--- src/rtl/rn_rat_ckpt.sv ---
// Register alias table with intra-group bypass, a ring of speculative checkpoints and a committed RAT.
// Define RN_RAT_CKPT_PERF_EN to add the restore / checkpoint-full performance counters.

// Per-slot lookup: table read, overridden by the youngest older slot in the group writing the same register.
module rn_rat_ckpt_lane #(
  parameter int IW     = 2,
  parameter int SLOT   = 0,
  parameter int LRF_AW = 5,
  parameter int PRF_AW = 6
) (
  input  logic [(1<<LRF_AW)-1:0][PRF_AW-1:0] rat,
  input  logic [IW-1:0]                      eff,
  input  logic [IW-1:0][LRF_AW-1:0]          lrd,
  input  logic [IW-1:0][PRF_AW-1:0]          fl_prd,
  input  logic [LRF_AW-1:0]                  lrs1,
  input  logic [LRF_AW-1:0]                  lrs2,
  output logic [PRF_AW-1:0]                  prs1,
  output logic [PRF_AW-1:0]                  prs2,
  output logic [PRF_AW-1:0]                  pfree
);
  function automatic logic [PRF_AW-1:0] xlate(
    input logic [(1<<LRF_AW)-1:0][PRF_AW-1:0] tbl,
    input logic [IW-1:0]                      wen,
    input logic [IW-1:0][LRF_AW-1:0]          wr,
    input logic [IW-1:0][PRF_AW-1:0]          wp,
    input logic [LRF_AW-1:0]                  lr
  );
    logic [PRF_AW-1:0] r;
    r = tbl[lr];
    for (int j = 0; j < IW; j++)
      if (j < SLOT && wen[j] && wr[j] == lr) r = wp[j];
    if (lr == '0) r = '0;
    return r;
  endfunction

  always_comb begin
    prs1  = xlate(rat, eff, lrd, fl_prd, lrs1);
    prs2  = xlate(rat, eff, lrd, fl_prd, lrs2);
    pfree = xlate(rat, eff, lrd, fl_prd, lrd[SLOT]);
  end
endmodule

module rn_rat_ckpt #(
  parameter int CONFIG_P_ISSUE_WIDTH  = 1,
  parameter int CONFIG_P_COMMIT_WIDTH = 1,
  parameter int CONFIG_P_CKPT_NUM     = 2,
  parameter int LRF_AW                = 5,
  parameter int PRF_AW                = 6
) (
  input  logic                                                 clk,
  input  logic                                                 rst,
  input  logic                                                 flush,
  input  logic [(1<<CONFIG_P_ISSUE_WIDTH)-1:0]                 we,
  input  logic [(1<<CONFIG_P_ISSUE_WIDTH)-1:0][LRF_AW-1:0]     lrs1,
  input  logic [(1<<CONFIG_P_ISSUE_WIDTH)-1:0][LRF_AW-1:0]     lrs2,
  input  logic [(1<<CONFIG_P_ISSUE_WIDTH)-1:0][LRF_AW-1:0]     lrd,
  input  logic [(1<<CONFIG_P_ISSUE_WIDTH)-1:0]                 lrd_we,
  input  logic [(1<<CONFIG_P_ISSUE_WIDTH)-1:0][PRF_AW-1:0]     fl_prd,
  output logic [(1<<CONFIG_P_ISSUE_WIDTH)-1:0][PRF_AW-1:0]     prs1,
  output logic [(1<<CONFIG_P_ISSUE_WIDTH)-1:0][PRF_AW-1:0]     prs2,
  output logic [(1<<CONFIG_P_ISSUE_WIDTH)-1:0][PRF_AW-1:0]     pfree,
  input  logic                                                 ckpt_req,
  output logic [CONFIG_P_CKPT_NUM-1:0]                         ckpt_id,
  output logic                                                 ckpt_full,
  input  logic                                                 ckpt_release,
  input  logic                                                 restore,
  input  logic [CONFIG_P_CKPT_NUM-1:0]                         restore_id,
  input  logic [(1<<CONFIG_P_COMMIT_WIDTH)-1:0]                cmt_fire,
  input  logic [(1<<CONFIG_P_COMMIT_WIDTH)-1:0][LRF_AW-1:0]    cmt_lrd,
  input  logic [(1<<CONFIG_P_COMMIT_WIDTH)-1:0][PRF_AW-1:0]    cmt_prd,
  input  logic [(1<<CONFIG_P_COMMIT_WIDTH)-1:0]                cmt_prd_we
`ifdef RN_RAT_CKPT_PERF_EN
  ,
  output logic [31:0]                                          perf_restore_cnt,
  output logic [31:0]                                          perf_ckpt_full_cnt
`endif
);
  localparam int IW  = 1 << CONFIG_P_ISSUE_WIDTH;
  localparam int CW  = 1 << CONFIG_P_COMMIT_WIDTH;
  localparam int CN  = 1 << CONFIG_P_CKPT_NUM;
  localparam int CKW = CONFIG_P_CKPT_NUM;
  localparam int NL  = 1 << LRF_AW;

  typedef logic [NL-1:0][PRF_AW-1:0] rat_t;

  rat_t           spec_rat, cmt_rat, spec_nxt, cmt_nxt;
  rat_t           ckpt [CN];
  logic [CKW-1:0] head, tail, head_rel;
  logic [CKW:0]   count;
  logic [IW-1:0]  eff;
  logic           acc, rel;

  function automatic rat_t identity_map();
    rat_t m;
    for (int i = 0; i < NL; i++) m[i] = PRF_AW'(i);
    return m;
  endfunction

  always_comb
    for (int i = 0; i < IW; i++) eff[i] = we[i] & lrd_we[i] & (lrd[i] != '0);

  for (genvar g = 0; g < IW; g++) begin : g_lane
    rn_rat_ckpt_lane #(.IW(IW), .SLOT(g), .LRF_AW(LRF_AW), .PRF_AW(PRF_AW)) u_lane (
      .rat(spec_rat), .eff(eff), .lrd(lrd), .fl_prd(fl_prd),
      .lrs1(lrs1[g]), .lrs2(lrs2[g]),
      .prs1(prs1[g]), .prs2(prs2[g]), .pfree(pfree[g])
    );
  end

  // Later slots overwrite earlier ones, so the youngest duplicate wins.
  always_comb begin
    spec_nxt = spec_rat;
    for (int i = 0; i < IW; i++)
      if (eff[i]) spec_nxt[lrd[i]] = fl_prd[i];
    cmt_nxt = cmt_rat;
    for (int i = 0; i < CW; i++)
      if (cmt_fire[i] && cmt_prd_we[i] && cmt_lrd[i] != '0) cmt_nxt[cmt_lrd[i]] = cmt_prd[i];
  end

  assign ckpt_id   = tail;
  assign ckpt_full = (count == (CKW+1)'(CN));
  assign acc       = ckpt_req & ~ckpt_full;
  assign rel       = ckpt_release & (count != '0);
  assign head_rel  = head + CKW'(rel);

  always_ff @(posedge clk or posedge rst) begin
    if (rst) begin
      spec_rat <= identity_map();
      cmt_rat  <= identity_map();
      for (int k = 0; k < CN; k++) ckpt[k] <= identity_map();
      head  <= '0;
      tail  <= '0;
      count <= '0;
    end else begin
      cmt_rat <= cmt_nxt;
      if (flush) begin
        spec_rat <= cmt_nxt;
        head  <= '0;
        tail  <= '0;
        count <= '0;
      end else if (restore) begin
        // Restored checkpoint and everything younger are discarded.
        spec_rat <= ckpt[restore_id];
        tail  <= restore_id;
        head  <= head_rel;
        count <= {1'b0, CKW'(restore_id - head_rel)};
      end else begin
        spec_rat <= spec_nxt;
        if (acc) ckpt[tail] <= spec_nxt;
        tail  <= tail + CKW'(acc);
        head  <= head_rel;
        count <= count + (CKW+1)'(acc) - (CKW+1)'(rel);
      end
    end
  end

`ifdef RN_RAT_CKPT_PERF_EN
  always_ff @(posedge clk or posedge rst) begin
    if (rst) begin
      perf_restore_cnt   <= '0;
      perf_ckpt_full_cnt <= '0;
    end else begin
      if (restore && !flush)  perf_restore_cnt   <= perf_restore_cnt + 32'd1;
      if (ckpt_full && ckpt_req) perf_ckpt_full_cnt <= perf_ckpt_full_cnt + 32'd1;
    end
  end
`endif
endmodule

--- config.mk ---
export PLATFORM = sky130hd
export DESIGN_NAME = rn_rat_ckpt
export DESIGN_NICKNAME = d
export VERILOG_FILES = /design/src/rtl/rn_rat_ckpt.sv
export SDC_FILE = /design/constraint.sdc
export NUM_CORES = 2
export LEC_CHECK = 0
export CORE_MARGIN = 2
export CORE_UTILIZATION = 57
export DETAILED_ROUTE_END_ITERATION = 10
export GPL_ROUTABILITY_DRIVEN = 1
export HOLD_SLACK_MARGIN = 0.1
export PLACE_DENSITY_LB_ADDON = 0.05
export SLEW_MARGIN = 10
export SYNTH_ARGS = -nofsm -noshare
export SYNTH_HDL_FRONTEND = slang
export SYNTH_SLANG_ARGS = --single-unit
--- constraint.sdc ---
create_clock -name clk -period 38.5 [get_ports clk]
set_input_delay 7.7 -clock clk [delete_from_list [all_inputs] [get_ports clk]]
set_output_delay 7.7 -clock clk [all_outputs]
set_load 0.05 [all_outputs]
* Yosys cells after proc, flatten, opt, wreduce, memory -nomap -nowiden
Index checks and enable logic that the tools add are counted.
Storage, ports and cells: register bits 1159, input bits 80, output and inout port bits 39, logic and storage cells 304
Cells by class: $add $sub $neg 5, order comparisons 15, equality and inequality tests 4, mux-type cells 50, bitwise gates (word level) 11, reduce and logical (&&, ||, !) cells 24
Operators by type and width (count):
- 192-bit two-way mux | 9
- 192-bit bitwise mux | 4
- 768-bit bitwise mux | 1
- 192-bit binary-select mux with 2-bit select | 1
- 192-bit demux with 2-bit select | 1
- 6-bit binary-select mux with 5-bit select | 6
- 6-bit demux with 5-bit select | 4
- 6-bit two-way mux | 19
- 5-bit by 6-bit less-than comparator with 1-bit output (second input constant) | 8
- 5-bit logical NOT | 6
- 5-bit by 1-bit >= comparator with 1-bit output (second input constant) | 4
- 5-bit nonzero test | 4
- 5-bit == test | 3
- 1-bit logical AND | 12
- 1-bit bitwise AND | 6
- 3-bit >= comparator (second input constant) | 2
- 2-bit two-way mux | 3
- 3-bit two-way mux | 2
- 2-bit inverter with 3-bit output | 2
- 2-bit by 1-bit adder with 2-bit output | 2
- 3-bit by 1-bit adder with 3-bit output | 1
- 3-bit == test (second input constant) | 1
- 3-bit by 1-bit less-than comparator with 1-bit output (second input constant) | 1
- 1-bit inverter | 3
- other kinds (4) | 4

* Depth between registers and ports, before layout
depth after elaboration 10, depth in mapped cells 10, gate-level depth less buffers 9

* Modules after synthesis
Synthesis repeated with hierarchy kept, for this count alone.
Second synthesis, totals: cell total of the unflattened synthesis 5940, area total of the unflattened synthesis 71596.2 sq um
Modules (own cells, without submodules):
- rn_rat_ckpt | times used 1, cells each 5106, area each 61375.1 sq um, sequential area each 29603.4 sq um
- rn_rat_ckpt_lane at g_lane[1].u_lane | times used 1, cells each 407, area each 5247.5 sq um, sequential area each 0.0 sq um
- rn_rat_ckpt_lane at g_lane[0].u_lane | times used 1, cells each 427, area each 4973.5 sq um, sequential area each 0.0 sq um

* Worst setup path after synthesis
Ideal clock, no wire load.
path type input to output, start point input lrd[5] (netlist bit), end point output pfree[10] (netlist bit), arrival time 10.194 ns, required time 30.800 ns, setup slack 20.606 ns, cell stages on the path 7, path buffers 2, cells stage by stage buf_2 buf_2 xnor2_1 nand3_1 nor4_2 nor3_1 a211oi_1
RTL lines:
- from (decl) | RTL line 56 | input logic [(1<<CONFIG_P_ISSUE_WIDTH)-1:0][LRF_AW-1:0] lrd,
- to (decl) | RTL line 61 | output logic [(1<<CONFIG_P_ISSUE_WIDTH)-1:0][PRF_AW-1:0] pfree,

==> reports/qor.yml <==
gp_congestion: 1.10
synth.distinct_cells: 83
drt_wl_total_um: 261000
grt_pass1_vias: 49500
cts_tree: "done"
path_delay_family: "buffers and inverters"
design_power_total_uw: 4380
io_pins: 119
nFillCells: 9082
crit_start: "lrd[7]"
swShare_pct: 32.0
p_clk_share_pct: 28.4
power_density_nw_per_um2: 60.2
r2r-start: "count[1]$_DFF_PP0_"
rsz0062_at_grt: "no"
switching_power_uw: 1400
postCtsResizedCells: 0
netlist_instances: 5501
antenna_found_initial: 30
antenna_left: 0
final_layout_size_suffix_gt1_share_pct: 39.2
synth_seq_cells: 1159
crit_buf_inv: 2
dieHeight_um: 347
grt-ovfl-total: 0
power_frac_comb_pct: 26.0
viasPerCell: 7.34
worst_slack_ns: 18.92
multi_input_area_sq_um: 34900
post-route-period-util_pct: 50.8
cp_cell_sequence: "clkdlybuf4s50_1, nor3b_2, a22oi_1, nand2_1, nor4b_1, nor3_1, clkdlybuf4s50_1"
crit_fanout: 23
synth_edf_count: 0
fin_util_pct: 62.6
hold_violations: 0
htree_levels: 3
dp_slack_ns: 19.15
synth_area_leader_cell: "dfrtp_1"
path_common_cell: "clkdlybuf4s50_1"
fin_nets: 5387
clock_path_buffers: 3
gr-usage-all-layers_pct: 43.2
slowest_delay_ns: 1.25
clock_sinks: 1159
pwr-share-seq_pct: 45.7
yosysSeqAreaShare_pct: 44.3
drc: 0
port_buffers: 118
dieArea_sq_um: 120000
hold_ws_ns: 0.377
core-area_sq_um: 116000
setup_tns_ns: 0
status: "complete, no violations"
maxSlewViolCount: 0
via_count: 51000
crit_path_end_kind: "output port"
fp.dieW_um: 347
synthToLayoutAreaGrowth_pct: 8.77
final_common_cell: "mux2_2"
cpMaxStageDelayCell: "nor3b_2"
irDropWorstVdd_mv: 0.0456
max_cap_violations: 0
hold_class: "flop to flop"
synthArstFlopShare_pct: 100
hpwl_um: 171000
cts_made_buffers: 121
clkTransAtPathRegs_ns: 0.07
worstMarginPinSlew_ns: 1.46
final.min_clock_period_ns: 19.58
cts_root_buf: "clkbuf_16"
synth_fp_nets: 5585
relSlewSlack_pct: 2.14
p_leak_uw: 0.0296
start_util_pct: 57.5
synth_ff_type: "dfrtp_1"
clkLatencyLatePin_ns: 0.77
hold_buffers: 0
start_kind: "input port"
regArea_sq_um: 29600
drtIter0Drc: 6780
worst_ep_required_time_ns: 30.80
postSynthAreaPerCell_sq_um: 12.2
netlist_area_sq_um: 66900
yosys-top-cells-area: "dfrtp_1 (25%), dfstp_2 (19%), mux4_2 (14%)"
wl_per_cell_um: 37.5
synth_top_area_share_pct: 25.4
skew_ns: 0.0511
critical_path_class: "input port to output port"
layout_common_cells: "mux2_2 (765), dfrtp_1 (679), dfstp_2 (480)"
grt_pass1_wl_um: 371000
worstPathArrival_ns: 11.88
p_int_uw: 2980
setup_violations: 0
min_from: "cmt_rat[3]$_DFF_PP0_"
post_cts.repair.setup_buffers: 0
grt_start_max_net_pins: 174
first_pass_iters: 8
num_rows: 125
yosys_warnings: 0
fmax_mhz: 51.1
-- worst reg2reg max path, cell delays in order (launching register included) --
cell and delay (ns):
dfrtp_1 0.47, nor3b_1 0.11, nor2b_1 0.42, nand2_1 0.17, nor3_2 0.20, buf_4 0.77
buf_4 0.83, mux2_2 0.50
-- registers in the layout, indices dropped and copies added (netlist names) --
signal	count
count	3
spec_rat	192
cmt_rat	192
head	2
ckpt_id	2
ckpt	768
-- power groups by stage --
stage               Clock (uW)  Sequential [uW]  Combinational [uW]
global placement             0             1970                1090
global route              1310             2020                1200
CTS                       1250             1970                1120
detailed placement           0             1990                1110
finish                    1240             2000                1140
floorplan                    0             1840                 846
-- per-layer routing --
metal  vias up  share of wire (%)  GRT usage, %
met5         -               0.14          1.00
met4        40                6.3          22.7
met2      3450                 41          59.2
met3       866                 14          17.4
met1     26100                 39          58.7
li1      20500                  -             -
-- kinds of logic after synthesis --
group | Yosys count | share of synthesized area, %
compound gates | 1183 | 11.2
xor+xnor | 23 | 0.301
fa+ha+maj | 4 | 0.0861
buf+inv | 577 | 3.63
flops | 1159 | 44.3
mux | 1612 | 33.5
simple gates | 943 | 7.02
-- Yosys cell counts (7+ instances only) --
cell	number
dfstp_2	480
dfrtp_1	679
nor3_1	97
mux2i_1	421
a221o_1	12
or3b_2	8
a21oi_1	285
nand3b_1	9
mux2_2	765
clkbuf_1	306
nor2b_1	10
o22ai_1	134
mux4_2	422
xnor2_1	10
a221oi_1	10
a2bb2oi_1	66
a211oi_1	98
a22oi_1	74
buf_2	196
and2_1	7
o21ai_0	239
buf_1	45
nand2_1	301
nor2_2	16
xor2_1	13
o21ai_1	11
nor4_1	17
nand2b_1	13
a31oi_1	72
a21o_1	97
nor3_2	12
nand3_1	71
or4_1	10
and3_1	18
a211o_1	12
inv_1	24
nor2_1	257
o31ai_1	13
or2_2	17
or3_1	11
o21a_1	12
a22o_1	11
-- path summary, 6_finish.rpt --
kind                       cells after the start                       to  slack, ns
setup / recovery                               7                pfree[11]      18.92
hold / removal                                 0     cmt_rat[3]$_DFF_PP0_       0.38
setup reg to reg                               7    ckpt[677]$_DFFE_PP0P_      34.88
hold reg to reg                                0     cmt_rat[3]$_DFF_PP0_       0.38
max in group asynchronous                      8  spec_rat[125]$_DFF_PP0_      25.58
min in group asynchronous                      2    ckpt[535]$_DFFE_PP0P_       7.33
-- stage by stage --
step | instances | instance area (sq um)
floorplan | 5501 | 66900
global placement | 6704 | 68400
detailed placement | 6704 | 68400
CTS | 6935 | 72700
global route | 6942 | 72700
finish | 6949 | 72700
-- cell type report --
type                       instances  share of cell area, %
antenna                           14                 0.0482
clock buffer                     179                   4.95
clock inverter                    52                  0.889
inverter                          25                  0.139
multi-input combinational       3765                   48.0
sequential                      1159                   40.7
tap                             1524                   2.62
timing repair buffer             231                   2.68
Power figures use the tool's default switching activity.
